[src/rtl/conv_pkg.sv]
// Shared types and constants for the streaming 2-D convolution engine.
package conv_pkg;

    typedef enum logic [2:0] {
        IDLE,
        LOAD_KERNEL,
        LOAD_IMAGE,
        COMPUTE,
        OUTPUT
    } state_t;

    // Value held in the kernel centre tap after reset; all other taps are 0.
    localparam int KER_RESET_TAP = 1;

    function automatic int acc_width(input int data_w, input int k_size);
        return 2 * data_w + $clog2(k_size * k_size);
    endfunction

endpackage

[src/rtl/conv_mac.sv]
// Signed multiply-accumulate with clear priority over enable; result is visible one cycle after the update.
module conv_mac #(
    parameter int DATA_W = 8,
    parameter int ACC_W  = 20
) (
    input  logic                     clk,
    input  logic                     reset,
    input  logic                     clear,
    input  logic                     en,
    input  logic signed [DATA_W-1:0] a,
    input  logic signed [DATA_W-1:0] b,
    output logic signed [ACC_W-1:0]  acc
);

    logic signed [2*DATA_W-1:0] prod;
    logic signed [ACC_W-1:0]    prod_ext;

    assign prod     = a * b;
    assign prod_ext = ACC_W'(prod);

    always_ff @(posedge clk or posedge reset) begin
        if (reset) begin
            acc <= '0;
        end else if (clear) begin
            acc <= '0;
        end else if (en) begin
            acc <= acc + prod_ext;
        end
    end

endmodule

[src/rtl/conv2d_stream_engine.sv]
// Strided valid 2-D convolution, one MAC per cycle; first result K*K+1 cycles after the last image beat,
// each result held until out_ready. Define CONV_RELU_EN to clamp negative results to zero.
module conv2d_stream_engine
    import conv_pkg::*;
#(
    parameter  int DATA_W   = 8,
    parameter  int IN_SIZE  = 5,
    parameter  int K_SIZE   = 3,
    parameter  int STRIDE   = 1,
    localparam int OUT_SIZE = (IN_SIZE - K_SIZE) / STRIDE + 1,
    localparam int ACC_W    = acc_width(DATA_W, K_SIZE)
) (
    input  logic                    clk,
    input  logic                    reset,
    input  logic                    in_valid,
    output logic                    in_ready,
    input  logic [DATA_W-1:0]       in_data,
    input  logic                    in_kernel,
    output logic                    out_valid,
    input  logic                    out_ready,
    output logic signed [ACC_W-1:0] out_data,
    output logic                    busy,
    output logic                    done
);

    localparam int NPIX   = IN_SIZE * IN_SIZE;
    localparam int NTAP   = K_SIZE * K_SIZE;
    localparam int IMG_AW = $clog2(NPIX);
    localparam int KER_AW = (NTAP > 1) ? $clog2(NTAP) : 1;
    localparam int CNT_W  = $clog2(NPIX + 1);
    localparam int KW     = $clog2(K_SIZE + 1);
    localparam int OW     = $clog2(OUT_SIZE + 1);
    localparam int CENTRE = (K_SIZE / 2) * K_SIZE + K_SIZE / 2;

    localparam logic [CNT_W-1:0] IMG_LAST = CNT_W'(NPIX - 1);
    localparam logic [CNT_W-1:0] KER_LAST = CNT_W'(NTAP - 1);
    localparam logic [KW-1:0]    K_LAST   = KW'(K_SIZE - 1);
    localparam logic [OW-1:0]    O_LAST   = OW'(OUT_SIZE - 1);

    state_t                   state;
    logic [CNT_W-1:0]         load_cnt;
    logic [KW-1:0]            ki;
    logic [KW-1:0]            kj;
    logic [OW-1:0]            orow;
    logic [OW-1:0]            ocol;
    logic                     acc_done;
    logic signed [DATA_W-1:0] img [NPIX];
    logic signed [DATA_W-1:0] ker [NTAP];

    logic                     in_fire;
    logic                     out_fire;
    logic                     img_we;
    logic                     ker_we;
    logic                     mac_en;
    logic [CNT_W-1:0]         wr_idx;
    logic [IMG_AW-1:0]        img_addr;
    logic [KER_AW-1:0]        ker_addr;
    logic signed [ACC_W-1:0]  acc;
    logic signed [ACC_W-1:0]  result;

    assign in_fire  = in_valid && in_ready;
    assign out_fire = out_valid && out_ready;
    // The first beat of any frame lands in element 0, whatever the counter holds.
    assign wr_idx   = (state == IDLE) ? '0 : load_cnt;
    assign img_we   = in_fire && ((state == IDLE && !in_kernel) || state == LOAD_IMAGE);
    assign ker_we   = in_fire && ((state == IDLE && in_kernel) || state == LOAD_KERNEL);
    assign mac_en   = (state == COMPUTE) && !acc_done;

    assign img_addr = IMG_AW'((int'(orow) * STRIDE + int'(ki)) * IN_SIZE + int'(ocol) * STRIDE + int'(kj));
    assign ker_addr = KER_AW'(int'(ki) * K_SIZE + int'(kj));

`ifdef CONV_RELU_EN
    assign result = acc[ACC_W-1] ? '0 : acc;
`else
    assign result = acc;
`endif

    conv_mac #(
        .DATA_W (DATA_W),
        .ACC_W  (ACC_W)
    ) u_mac (
        .clk   (clk),
        .reset (reset),
        .clear (out_fire),
        .en    (mac_en),
        .a     (img[img_addr]),
        .b     (ker[ker_addr]),
        .acc   (acc)
    );

    // Image buffer contents are meaningless until a full frame has been loaded, so it carries no reset.
    always_ff @(posedge clk) begin
        if (img_we) begin
            img[IMG_AW'(wr_idx)] <= in_data;
        end
    end

    always_ff @(posedge clk or posedge reset) begin
        if (reset) begin
            state     <= IDLE;
            load_cnt  <= '0;
            ki        <= '0;
            kj        <= '0;
            orow      <= '0;
            ocol      <= '0;
            acc_done  <= 1'b0;
            in_ready  <= 1'b1;
            out_valid <= 1'b0;
            out_data  <= '0;
            busy      <= 1'b0;
            done      <= 1'b0;
            for (int t = 0; t < NTAP; t++) begin
                ker[KER_AW'(t)] <= (t == CENTRE) ? DATA_W'(KER_RESET_TAP) : '0;
            end
        end else begin
            done <= 1'b0;
            if (ker_we) begin
                ker[KER_AW'(wr_idx)] <= in_data;
            end
            case (state)
                IDLE: begin
                    if (in_fire) begin
                        load_cnt <= CNT_W'(1);
                        if (!in_kernel) begin
                            state <= LOAD_IMAGE;
                            busy  <= 1'b1;
                        end else if (NTAP > 1) begin
                            state <= LOAD_KERNEL;
                            busy  <= 1'b1;
                        end
                    end
                end
                LOAD_KERNEL: begin
                    if (in_fire) begin
                        if (load_cnt == KER_LAST) begin
                            load_cnt <= '0;
                            state    <= IDLE;
                            busy     <= 1'b0;
                        end else begin
                            load_cnt <= load_cnt + 1'b1;
                        end
                    end
                end
                LOAD_IMAGE: begin
                    if (in_fire) begin
                        if (load_cnt == IMG_LAST) begin
                            load_cnt <= '0;
                            in_ready <= 1'b0;
                            state    <= COMPUTE;
                        end else begin
                            load_cnt <= load_cnt + 1'b1;
                        end
                    end
                end
                COMPUTE: begin
                    // After the final tap the accumulator needs one more cycle before it is registered out.
                    if (!acc_done) begin
                        if (kj == K_LAST) begin
                            kj <= '0;
                            if (ki == K_LAST) begin
                                ki       <= '0;
                                acc_done <= 1'b1;
                            end else begin
                                ki <= ki + 1'b1;
                            end
                        end else begin
                            kj <= kj + 1'b1;
                        end
                    end else begin
                        acc_done  <= 1'b0;
                        out_data  <= result;
                        out_valid <= 1'b1;
                        state     <= OUTPUT;
                    end
                end
                OUTPUT: begin
                    if (out_ready) begin
                        out_valid <= 1'b0;
                        if (ocol == O_LAST) begin
                            ocol <= '0;
                            if (orow == O_LAST) begin
                                orow     <= '0;
                                done     <= 1'b1;
                                busy     <= 1'b0;
                                in_ready <= 1'b1;
                                state    <= IDLE;
                            end else begin
                                orow  <= orow + 1'b1;
                                state <= COMPUTE;
                            end
                        end else begin
                            ocol  <= ocol + 1'b1;
                            state <= COMPUTE;
                        end
                    end
                end
                default: state <= IDLE;
            endcase
        end
    end

endmodule

[config.mk]
export PLATFORM = sky130hd
export DESIGN_NAME = conv2d_stream_engine
export DESIGN_NICKNAME = d
export VERILOG_FILES = /design/src/rtl/conv_pkg.sv /design/src/rtl/conv_mac.sv /design/src/rtl/conv2d_stream_engine.sv
export SDC_FILE = /design/constraint.sdc
export NUM_CORES = 1
export LEC_CHECK = 0
export CAP_MARGIN = 15
export CORE_UTILIZATION = 45
export CTS_CLUSTER_DIAMETER = 200
export DETAILED_ROUTE_END_ITERATION = 16
export GPL_TIMING_DRIVEN = 0
export PLACE_DENSITY_LB_ADDON = 0.15
export SLEW_MARGIN = 25
export SYNTH_ARGS = -nofsm -noshare
export SYNTH_HDL_FRONTEND = slang
export SYNTH_SLANG_ARGS = --single-unit
[constraint.sdc]
create_clock -name clk -period 8.3 [get_ports clk]
set_input_delay 0.83 -clock clk [delete_from_list [all_inputs] [get_ports clk]]
set_output_delay 0.83 -clock clk [all_outputs]
set_load 0.05 [all_outputs]
==> flow_summary.yaml <==
sta:
  min_period_over_period_pct: 97.59
  final.hold.worst_slack_ps: 482.5
  finalHoldViolCount: 0
  setup_viol: 0
  worst-slew-pin-transition_ps: 953.9
  setup-tns-final_ps: 0
  worst_clock_skew_ps: 21.74
  max_freq_mhz: 123.5
  post-route-min-period_ps: 8100
  report.final.slew_viol_count: 0
  timing.max_slew.rel_slack_pct: 36.17
cts:
  clk_pin_slew_worst_paths_ps: 60
  clock_sinks: 333
  htree_levels: 2
  numCtsBuffers: 38
  cts_hold_buffers: 0
  clk_root_buffer_cell: "sky130_fd_sc_hd__clkbuf_16"
  cts_tree: "built"
  cts-root-to-sink-buffers: 3
  clk_lat_worst_skew_ps: 560
detailed_routing:
  routed_wirelength_mm: 42.70
  postRouteAntennaNets: 0
  detailed_route_via_count: 10714
  route.detailed.drc: 0
  detail_route.first_pass.iterations: 5
  wire_per_inst_microns: 22.13
  vias_per_cell: 5.554
  first_iter_violations: 712
global_routing:
  maximum_number_of_pins_on_one_net_before_global_route_repair: 94
  first_global_vias: 11274
  globalRouteOverflowTotal: 0
  grt_first_pass_wirelength_mm: 66.07
  antenna_found_initial: 0
  track_usage_pct: 21.62
critical_path:
  worst-path-buf-inv: 11
  critical_path_class: "register to register"
  critical_path_arrival_ps: 8510
  worst_ep_required_time_ps: 8710
  cpLargestDelayFamily: "adder cells"
  setup.worst_path.end_class: "register"
  cpPeakStageDelay_ps: 660
  crit_top_cell: "sky130_fd_sc_hd__fa_1"
  cp-start-kind: "register"
  critical_path.slowest_cell: "sky130_fd_sc_hd__fa_2"
  cp_max_fo: 5
flow_run:
  maxCapViolations: 0
synthesis:
  synthFlopType: "sky130_fd_sc_hd__edfxtp_1"
  synth-warning-count: 0
  part_of_the_yosys_area_used_for_sequential_elements_pct: 52.27
  synthSimpleGateAreaFrac_pct: 5.490
  async_flop_share_pct: 37.54
  postSynthRegisterBits: 333
  post_synth_mux_area_share_pct: 14.29
  synthesis.area_sq_um: 17940
  synthXorXnorAreaFrac_pct: 1.214
  synthesis.nets: 1439
  synth-edff-count: 208
  synth_fa_ha_area_share_pct: 14.70
  synthesis.area_per_instance_sq_um: 14.09
  syn_inst: 1273
  synth_compound_gate_area_share_pct: 7.924
  synthDistinctLibCells: 70
  main_combinational_cell_family_by_area_after_synthesis: "adder cells"
pwr:
  power_leakage_uw: 0.008691
  seq_power_share_pct: 51.9
  power.clock.fraction_pct: 46.6
  combinationalPowerShare_pct: 1.5
  power.density_nw_per_um2: 163.1
  internal_power_uw: 2675
  netSwitchingFraction_pct: 21.31
  power_switching_uw: 724.4
  maximum_vdd_ir_drop_v: 0.0001263
die:
  i_o_pin_total: 37
  die-area_sq_um: 40660
  start_util_pct: 45.98
  floorplan.core_area_sq_um: 39010
  die_height_microns: 201.7
  die_x_microns: 201.7
  fp-row-count: 72
finish:
  mostFrequentLayoutCells: "208 x sky130_fd_sc_hd__edfxtp_1, 127 x sky130_fd_sc_hd__inv_1, 120 x sky130_fd_sc_hd__dfrtp_1, 96 x sky130_fd_sc_hd__nand2_1, 90 x sky130_fd_sc_hd__fa_1"
  layout.core_utilization_pct: 53.44
  layout.cells.most_common: "sky130_fd_sc_hd__edfxtp_1"
  layout-drive-gt1-share_pct: 23.46
  final_nets: 1553
  areaGrowthSynthToFinish_pct: 16.22
  antennaDiodeCount: 0
placed_design:
  port-buffer-count: 35
  place_congestion: 0.8778
  hpwlAfterDp_mm: 29.45
min_path:
  worst_hold_path_type: "register to register"
outcome:
  run_status: "finished clean"
-- final cells by class --
type	instances	area, sq um
buffer	42	301.5
clock buffer	51	1020
clock inverter	13	132.6
fill	3220	18160
inverter	135	514.2
multi-input combinational	763	8098
sequential	333	9380
tap	518	648.1
timing repair buffer	74	752.0
-- per-stage QoR --
stage	area (sq um)	cells	power, uW	setup slack, ps
2_1_floorplan	17940	1273	1810	252.9
3_3_place_gp	18940	1826	1846	-1372
3_5_place_dp	19050	1832	1850	-593.5
4_1_cts	20510	1914	3429	5.670
5_1_grt	20850	1929	3494	-69.61
6_report	20850	1929	3399	199.9
-- cells by family (layout without fill, tap and decap cells) --
group / after synthesis / after routing
AOI/OAI and AO/OA: 211 / 211
xor gates and xnor gates: 24 / 24
adders and majority gates: 154 / 154
buffers and inverters: 177 / 315
DFF: 333 / 333
muxes: 161 / 161
and+or+nand+nor: 213 / 213
-- worst reg2reg max path, delay by kind of cell, from the launching register on --
kind	cells	cell delay, ps
XOR/XNOR	1	200
multiplexers	2	770
AO/OA/AOI/OAI	8	1440
buffers and inverters	11	990
adder cells (fa/ha/maj)	10	4150
flip-flops	1	430
-- Yosys cell counts (all sizes together) (3+ instances only) --
cell type  instances  area share (%)
a21boi             4            0.17
a21o              12            0.50
a21oi             43             1.2
a22o              11            0.54
a22oi              7            0.53
a31oi              4            0.14
buf               23            0.87
clkbuf            19            0.40
dfrtp            123              17
edfxtp           208              35
fa                95              11
ha                58             4.0
inv              135             2.8
mux2              88             5.5
mux2i              9            0.50
mux4              64             8.3
nand2             97             2.0
nand2b             8            0.28
nand3             11            0.31
nand4              9            0.31
nor2              48             1.0
nor2b              3            0.10
nor3              18            0.56
o211a             16            0.89
o211ai            18            0.75
o21a               3            0.13
o21ai             73             2.1
o31ai              5            0.21
or3                9            0.31
xnor2             15            0.73
xor2               9            0.48
-- per-layer routing --
| metal | routed length, microns | part of all wire, % | GRT usage, % | vias up |
|---|---|---|---|---|
| met4 | 1035 | 2.4 | 6.358 | 0 |
| met2 | 20600 | 48 | 35.79 | 256 |
| li1 | - | - | - | 4885 |
| met5 | 0 | 0 | 0 | - |
| met1 | 18940 | 44 | 29.14 | 5503 |
| met3 | 2118 | 5.0 | 3.968 | 70 |
-- what timing repair did --
item	4_1_cts	5_1_grt
setup buffers	17	13
resized for setup	43	46
endpoints found under the setup margin	10	8
pin swaps	10	28
gates cloned	1	2
-- sequential cells by signal, summed over array words and instances (netlist names) --
register,flops
out_data,20
ocol,2
img,200
kj,2
ker,72
acc_done,1
done,1
in_ready,1
ki,2
out_valid,1
orow,2
load_cnt,5
state,3
u_mac.acc,20
busy,1
-- power by group through the flow --
| stage | clock (uW) | sequential, uW | combinational, uW |
|---|---|---|---|
| after CTS | 1610 | 1760 | 51.9 |
| after global placement | 0 | 1800 | 45.9 |
| after global routing | 1670 | 1760 | 55.2 |
| final | 1580 | 1760 | 49.8 |
| after floorplan | 0 | 1800 | 11.7 |
| after detailed placement | 0 | 1800 | 52.0 |
-- final timing paths --
check                           endpoint  depth (start not counted)   startpoint  slack, ps
hold reg to reg              out_data[1]                          2  out_data[1]        480
max in group asynchronous  u_mac.acc[10]                          3        reset       6820
min in group asynchronous           busy                          2        reset        700
setup reg to reg           u_mac.acc[16]                         32      orow[0]        200
setup / recovery           u_mac.acc[16]                         32      orow[0]        200
hold / removal               out_data[1]                          2  out_data[1]        480
Power figures use the tool's default switching activity.
==> edit, RTL diff (same settings) <==
Add a define of `CONV_RELU_EN`.
--- a/src/rtl/conv2d_stream_engine.sv
+++ b/src/rtl/conv2d_stream_engine.sv
@@ -1,5 +1,7 @@
 // Strided valid 2-D convolution, one MAC per cycle; first result K*K+1 cycles after the last image beat,
 // each result held until out_ready. Define CONV_RELU_EN to clamp negative results to zero.
+`define CONV_RELU_EN
+
 module conv2d_stream_engine
     import conv_pkg::*;
 #(
Behaviour: same outputs for any inputs over 4 cycles, from zero or initial values and one cycle with reset high; that may be too few to reach the edited logic, so the function may still have changed.
==> edit against the unedited design <==
- the run now ends with setup timing left
- die area is 1.6% lower
- sequential cell count down 1
- area after synthesis shrank 1.6%
- wire length down 7.0%
- final cell count shrank 1.7%
- maximum frequency fell by 3.6%
- critical path depth down 3
- design area is 1.2% lower
- non-clock buffer count grew 4
- via count down 5.8%
- global-route usage is 0.44 points lower
- setup slack got worse by 310 ps
- critical path type unchanged
- largest cell class unchanged
Power is not compared: it rests on default switching activity, and its combinational part moved more than twofold at a synthesized area within 25%.
==> edit: results (changes against the unedited design) <==
Global routing:
- The number of global-route vias before repair is 10800 (-4.2%).
- The initial antenna violation count is 0 (unchanged).
- The maximum number of pins on one net before global-route repair came to 83 (-12%).
- The met1 track utilization from global routing is 28.9% (-0.22 points).
- The met3 track utilization from global routing is 2.99% (-0.98 points).
- The total routing usage reported by global routing is 21.2% (-0.44 points).

CTS:
- The TritonCTS buffer count is 39 (+2.6%).

Timing:
- The slack of the critical path is -107 ps (-306 ps).
- The largest clock skew in the final design is 15.3 ps (-6.45 ps).
- The transition time of the tightest slew-check pin came to 991 ps (+37.1 ps).
- The final sum of negative setup slack came to -246 ps (-246 ps).
- The total setup violations reported at the end of the flow is 5 (+5).

Drt:
- The post-detailed-routing wire length was 39700 microns (-7.0%).
- The routed via count is 10100 (-5.8%).
- The number of violations reported at the end of detailed-routing iteration 0 is 590 (-17%).

Yosys:
- The net count of the mapped netlist came to 1396 (-3.0%).
- The unique cell type count in the Yosys netlist is 64 (-8.6%).
- The proportion of synthesized chip area in sequential cells is 53.0% (+0.72 points).
- The synthesized netlist cell count is 1230 (-3.4%).
- By area the synthesized netlist is led by sky130_fd_sc_hd__edfxtp_1 35%, sky130_fd_sc_hd__dfrtp_1 17%, sky130_fd_sc_hd__fa_1 11%.

Critical path:
- The critical path data arrival time is 8850 ps (+340 ps).

Outcome:
- The final reports fail on setup timing.
- The run finished, with violations left.

Place:
- The total half-perimeter wirelength after legalization and detailed placement is 26800 microns (-9.1%).

Final layout:
- The fraction of final layout cells with drive strength greater than 1 came to 24.8% (+1.4 points).
- The final layout net count is 1515 (-2.4%).
edit: cell types whose count changed after synthesis, moves of 7 or more:
cell,delta
sky130_fd_sc_hd__a21oi_1,-31
sky130_fd_sc_hd__nand2b_1,+20
sky130_fd_sc_hd__nor2_1,+20
sky130_fd_sc_hd__o21ai_0,-18
sky130_fd_sc_hd__o211ai_1,-17
sky130_fd_sc_hd__nand2_1,-16
sky130_fd_sc_hd__o211a_1,-16
sky130_fd_sc_hd__mux4_2,+13
sky130_fd_sc_hd__nor2b_1,+12
sky130_fd_sc_hd__and2_1,+8
sky130_fd_sc_hd__buf_2,-8
sky130_fd_sc_hd__o31ai_1,+7
edit: repair_timing:
action	4_1_cts	5_1_grt
buffers inserted	28	12
pin swaps	13	14
endpoints found under the setup margin	13	10
cloned	1	0
gates resized for setup	66	28
edit: logic make-up after synthesis:
group           after synthesis  share of synthesized area, %
buf+inv                     183                          4.30
simple gates                249                          6.71
compound gates              121                          4.44
fa+ha+maj                   153                          14.9
xor+xnor                     22                          1.13
mux                         169                          15.5
flops                       332                          53.0
other cells                   1                        0.0213
edit: final timing paths:
path | cells past startpoint | endpoint
worst max-delay path | 29 | u_mac.acc[16]
worst min-delay path | 2 | out_data[1]
worst max register to register | 29 | u_mac.acc[16]
worst min register to register | 2 | out_data[1]
max in group asynchronous | 3 | in_ready
min in group asynchronous | 2 | u_mac.acc[17]
edit: area by class of cell:
type,instances,area [sq um]
inverters,141,537
clock buffers,47,1010
multi-input cells,715,7790
clock inverters,23,259
fillers,3234,18100
flip-flops and latches,332,9350
plain buffers,42,285
repair buffers,78,712
well taps,518,648
edit: layer usage:
metal  routed length [microns]  up-vias  part of all wire, %
met4                       857        0                  2.2
li1                          -     4601                    -
met5                         0        -                    0
met3                      1450       59                  3.6
met1                     17800     5233                   45
met2                     19600      199                   49
edit: power by group through the flow:
| stage | clock [mW] | sequential, mW | combinational, mW |
|---|---|---|---|
| floorplan | 0 | 1.85 | 2.04 |
| detailed placement | 0 | 1.86 | 2.86 |
| finish | 1.70 | 1.82 | 3.63 |
| global placement | 0 | 1.86 | 2.83 |
| global route | 1.80 | 1.83 | 3.86 |
| CTS | 1.74 | 1.82 | 3.48 |
edit: worst min-delay path, cell delays in order (launching register included):
cell and delay (ps):
sky130_fd_sc_hd__dfrtp_1 340, sky130_fd_sc_hd__nand2_1 50, sky130_fd_sc_hd__o31ai_1 50
edit: through the flow:
stage / worst slack [ps] / hold slack (ps) / cell area, sq um / power (mW)
global route: -286 / 503 / 20600 / 7.48
finish: -107 / 472 / 20600 / 7.16
floorplan: 68.2 / 449 / 17600 / 3.88
detailed placement: -1110 / 466 / 18700 / 4.71
global placement: -1580 / 460 / 18600 / 4.69
CTS: 2.38 / 479 / 20400 / 7.05
